## src/rtl/proto_field_collector.sv

```systemverilog
// Protobuf field collector: per-field slots gather (field number, value) beats into
// one message record, handed downstream through a single held output buffer.

module proto_field_slot #(
  parameter int DATA_W  = 64,
  parameter bit ZIGZAG  = 1'b0
) (
  input  logic              clk_i,
  input  logic              reset_i,
  input  logic              wr,
  input  logic              clr,
  input  logic [DATA_W-1:0] val,
  output logic [DATA_W-1:0] rec_val,
  output logic              rec_present
);
  logic [DATA_W-1:0] dec;
  logic [DATA_W-1:0] acc_q;
  logic              pres_q;

  generate
    if (ZIGZAG) begin : g_zz
      // (v >> 1) ^ -(v & 1): the negated LSB is all-ones or all-zeros
      assign dec = (val >> 1) ^ {DATA_W{val[0]}};
    end else begin : g_raw
      assign dec = val;
    end
  endgenerate

  always_ff @(posedge clk_i) begin
    if (reset_i || clr) begin
      acc_q  <= '0;
      pres_q <= 1'b0;
    end else if (wr) begin
      acc_q  <= dec;
      pres_q <= 1'b1;
    end
  end

  // A beat arriving with msg_last belongs to the record being closed
  assign rec_val     = wr ? dec : acc_q;
  assign rec_present = wr | pres_q;
endmodule

module proto_field_collector #(
  parameter int                    NUM_FIELDS  = 8,
  parameter int                    DATA_W      = 64,
  parameter logic [NUM_FIELDS-1:0] ZIGZAG_MASK = '0
) (
  input  logic                         clk_i,
  input  logic                         reset_i,
  input  logic                         field_valid_i,
  input  logic [4:0]                   field_num_i,
  input  logic [DATA_W-1:0]            field_val_i,
  input  logic                         msg_last_i,
  output logic                         msg_valid_o,
  input  logic                         msg_ready_i,
  output logic [NUM_FIELDS*DATA_W-1:0] msg_fields_o,
  output logic [NUM_FIELDS-1:0]        msg_present_o,
  output logic                         unknown_o,
  output logic                         overflow_o
);
  localparam logic [4:0] NF = 5'(NUM_FIELDS);

  typedef enum logic {EMPTY, FULL} state_t;

  state_t                              state_q, state_d;
  logic [NUM_FIELDS-1:0][DATA_W-1:0]   rec_val;
  logic [NUM_FIELDS-1:0]               rec_pres;
  logic [NUM_FIELDS-1:0][DATA_W-1:0]   out_val_q;
  logic [NUM_FIELDS-1:0]               out_pres_q;
  logic                                unk;
  logic                                load;
  logic                                ovf_set;
  logic                                ovf_q;
  logic                                unk_q;

  assign unk = field_valid_i && ((field_num_i == 5'd0) || (field_num_i > NF));

  generate
    for (genvar k = 0; k < NUM_FIELDS; k++) begin : g_slot
      proto_field_slot #(
        .DATA_W (DATA_W),
        .ZIGZAG (ZIGZAG_MASK[k])
      ) u_slot (
        .clk_i       (clk_i),
        .reset_i     (reset_i),
        .wr          (field_valid_i && (field_num_i == 5'(k + 1))),
        .clr         (msg_last_i),
        .val         (field_val_i),
        .rec_val     (rec_val[k]),
        .rec_present (rec_pres[k])
      );
    end
  endgenerate

  always_comb begin
    state_d = state_q;
    load    = 1'b0;
    ovf_set = 1'b0;
    case (state_q)
      EMPTY: begin
        if (msg_last_i) begin
          load    = 1'b1;
          state_d = FULL;
        end
      end
      FULL: begin
        if (msg_ready_i) begin
          // Accept and refill in the same cycle keeps the output busy
          if (msg_last_i) load = 1'b1;
          else            state_d = EMPTY;
        end else if (msg_last_i) begin
          ovf_set = 1'b1;
        end
      end
      default: state_d = EMPTY;
    endcase
  end

  always_ff @(posedge clk_i) begin
    if (reset_i) begin
      state_q    <= EMPTY;
      out_val_q  <= '0;
      out_pres_q <= '0;
      ovf_q      <= 1'b0;
      unk_q      <= 1'b0;
    end else begin
      state_q <= state_d;
      if (load) begin
        out_val_q  <= rec_val;
        out_pres_q <= rec_pres;
      end
      ovf_q <= ovf_q | ovf_set;
      unk_q <= unk;
    end
  end

  assign msg_valid_o   = (state_q == FULL);
  assign msg_fields_o  = out_val_q;
  assign msg_present_o = out_pres_q;
  assign unknown_o     = unk_q;
  assign overflow_o    = ovf_q;
endmodule

```

## config.mk

```make
export PLATFORM = sky130hd
export DESIGN_NAME = proto_field_collector
export DESIGN_NICKNAME = d
export VERILOG_FILES = /design/src/rtl/proto_field_collector.sv
export SDC_FILE = /design/constraint.sdc
export NUM_CORES = 2
export LEC_CHECK = 0
export CAP_MARGIN = 20
export CELL_PAD_IN_SITES_DETAIL_PLACEMENT = 1
export CELL_PAD_IN_SITES_GLOBAL_PLACEMENT = 1
export CORE_ASPECT_RATIO = 1.25
export CORE_MARGIN = 10
export CORE_UTILIZATION = 37
export CTS_CLUSTER_DIAMETER = 30
export CTS_CLUSTER_SIZE = 16
export DETAILED_ROUTE_END_ITERATION = 6
export PLACE_DENSITY = 0.84
export SLEW_MARGIN = 20
export SYNTH_ARGS = -nofsm -noshare
export SYNTH_HDL_FRONTEND = slang
export SYNTH_SLANG_ARGS = --single-unit
```

## constraint.sdc

```tcl
create_clock -name clk_i -period 1.5 [get_ports clk_i]
set_input_delay 0.15 -clock clk_i [delete_from_list [all_inputs] [get_ports clk_i]]
set_output_delay 0.15 -clock clk_i [all_outputs]
set_load 0.02 [all_outputs]
```

==> flow_summary_export.csv <==
group,metric,value,unit
status,status,"finished, violations left",
status,violations,"max-capacitance violations, max-slew violations, negative setup slack",
drt,wl_met3,37.1,mm
logic_synthesis,synth_nets,4399,
drt,drc_errors,0,
layout,drive_above_1_share,34.1,%
drt,drt_iter0_drc,7214,
clock_tree,clk_latency,0.84,ns
layout,final_common_cell,"a21oi_1",
floorplanning,die_y,383,um
logic_synthesis,synth_edf_count,0,
clock_tree,root_buffer,"clkbuf_16",
floorplanning,dieArea,119000,um^2
worst_setup_path,cp-end-kind,"register",
timing,slew_headroom,-23.5,%
placement,dp_hpwl,132,mm
drt,post_drt_via_cell_ratio,7.12,
timing,report.final.slew_viol_count,2,
floorplanning,dieWidth,310,um
layout,syn_to_final_growth,49.1,%
worst_setup_path,critPathBufInv,3,
worst_setup_path,cp.arrival,3.43,ns
grt,grt_first_pass_wirelength,323,mm
timing,finalSetupViolations,640,
clock_tree,h-tree-depth,4,
placement,numPortBuffers,596,
worst_setup_path,required,2.05,ns
clock_tree,clock_sinks,1043,
drt,wl_met2,106,mm
grt,grt_util_all_layers,36.4,%
drt,ant_nets,0,
logic_synthesis,syn_area,38900,um^2
pwr,powerDensity,1420,nW/um^2
logic_synthesis,syn_inst,4325,
drt,wirelength,253,mm
layout,nets,5104,
logic_synthesis,ys.flop_type,"dfxtp_1",
worst_setup_path,cp-start-kind,"register",
timing,rsz0062_at_grt,"yes",
logic_synthesis,yosysWarnings,0,
floorplanning,io_pins,597,
clock_tree,cts_tree,"done",
worst_setup_path,cp_cell_sequence,"nand2b_4 > buf_8 > buf_12 > buf_16 > a21oi_1 > a311oi_1",
logic_synthesis,ys_ff_latch,1043,
timing,fin_skew,0.0760,ns
pwr,ir_worst_vdd,1.10,mV
clock_tree,clk_path_buf_depth,3,
timing,fmax,347,MHz
timing,fin_ws,-1.38,ns
logic_synthesis,yosysUniqueCellTypes,33,
timing,finalHoldViolations,0,
worst_hold_path,holdCritPathClass,"input port to register",
timing,period_share,192,%
logic_synthesis,syn_area_per_cell,9.00,um^2
layout,final_cell_mix,"a21oi_1, dfxtp_1, buf_4",
grt,overflow,0,
placement,place.gp.congestion,0.842,
timing,whs,0.0354,ns
grt,grt_pass1_vias,45500,
drt,top_layer,"met5",
worst_setup_path,worst-setup-path-type,"register to register",
drt,wl_met1,85.2,mm
worst_setup_path,max_stage_delay,1.41,ns
drt,drtPass1Iterations,6,
timing,layout_min_cycle_time,2.88,ns
grt,grt_max_degree,96,
drt,wl_per_cell,38.5,um
logic_synthesis,synthArstFlopShare,0,%
pwr,total_leakage_power,21.5,nW
drt,via_count,46700,
timing,setup_tns,-66.86,ns
flow_run,maxCapViolCount,1,
floorplanning,fp-row-count,133,
clock_tree,cts_inserted_buffers,171,
worst_setup_path,cpLargestDelayFamily,"compound AO/OA/AOI/OAI gates",
timing,tightest_slew,1.84,ns
grt,antenna_found_initial,52,
logic_synthesis,ys_seq_area_share,53.6,%
floorplanning,core-area,105000,um^2
clock_tree,clkTransAtPathRegs,0.07,ns
worst_setup_path,slowest_stage,"a311oi_1",
floorplanning,start_util,37.1,%
worst_setup_path,critPathMaxFanout,16,
-- worst paths after layout --
path	slack, ns	endpoint	startpoint	cells after the start
max	-1.38	msg_fields_o[436]$_SDFFE_PP0P_	msg_valid_o$_SDFF_PP0_	6
min	0.04	msg_valid_o$_SDFF_PP0_	msg_ready_i	4
max reg2reg	-1.38	msg_fields_o[436]$_SDFFE_PP0P_	msg_valid_o$_SDFF_PP0_	6
min reg2reg	0.47	g_slot[1].u_slot.acc_q[36]$_SDFF_PP0_	g_slot[1].u_slot.acc_q[36]$_SDFF_PP0_	2
-- final cells by class --
cell class / count / area (um^2)
Clock buffer: 208 / 4680
Multi-Input combinational cell: 2755 / 17000
Clock inverter: 109 / 1390
Sequential cell: 1043 / 21400
Timing Repair Buffer: 1058 / 11800
Fill cell: 11100 / 46800
Tap cell: 1350 / 1690
Antenna cell: 33 / 82.6
Inverter: 1 / 3.75
-- power by group --
group | switching [mW] | internal [mW]
Combinational | 6.65 | 3.86
Sequential | 1.11 | 28.7
Clock | 16.5 | 25.7
Total | 24.3 | 58.3
-- tightest hold or removal path, cell delays in order --
cell and delay (ns):
clkdlybuf4s50_1 0.48, nor2b_1 0.07, nor2_1 0.08, nor2_1 0.05
-- cell usage after synthesis, drive strengths merged (2+ instances only) --
cell / n / share of area [%]
a211oi: 7 / 0.13
a21oi: 1039 / 13
a311oi: 512 / 12
and2: 2 / 0.032
and3: 34 / 0.55
and3b: 103 / 2.3
buf: 98 / 1.2
clkbuf: 428 / 4.1
dfxtp: 1043 / 54
nand2: 275 / 2.7
nand2b: 3 / 0.048
nand3: 174 / 2.2
nand3b: 2 / 0.039
nand4: 64 / 1.0
nor2: 12 / 0.12
nor2b: 4 / 0.064
o21ai: 512 / 6.6
or2: 2 / 0.032
-- metal layers --
| layer | vias to the layer above | global-route usage [%] |
|---|---|---|
| met5 | - | 0 |
| met4 | 24 | 28.5 |
| met3 | 1501 | 13.4 |
| met2 | 4600 | 53.9 |
| met1 | 22700 | 42.0 |
| li1 | 17900 | - |
-- state kept, by name (all words and copies together), names as in the netlist --
register / flops
g_slot.u_slot.acc_q: 512
msg_fields_o: 512
g_slot.u_slot.pres_q: 8
msg_present_o: 8
msg_valid_o: 1
overflow_o: 1
unknown_o: 1
-- cell families after synthesis --
kind of cell | count (synthesis) | share of synthesized area [%]
buffers and inverters | 527 | 5.37
and+or+nand+nor | 681 | 9.30
AOI/OAI and AO/OA | 2073 | 31.7
DFF | 1043 | 53.6
xor gates and xnor gates | 1 | 0.0225
-- repair_timing --
item                                    in CTS  in global routing
hold buffers                                 4                  1
setup buffers                               17                 18
endpoints found under the setup margin     912                644
hold endpoints to repair                   176                  1
resized for setup                         3134                156
pin swaps                                   17                126
gates cloned                                 4                 34
-- per-stage QoR --
step / worst slack (ns) / power (mW) / std cells / util [%] / cell area, um^2
CTS: -0.0896 / 80.5 / 6472 / 53.6 / 56200
global placement: -0.680 / 39.0 / 6130 / 47.8 / 50100
detailed placement: -0.799 / 39.2 / 6130 / 47.8 / 50100
global route: -1.36 / 83.7 / 6529 / 55.3 / 58000
floorplan: -0.0382 / 33.6 / 4325 / - / 39200
finish: -1.38 / 82.6 / 6557 / 55.4 / 58000
Power figures use the tool's default switching activity.
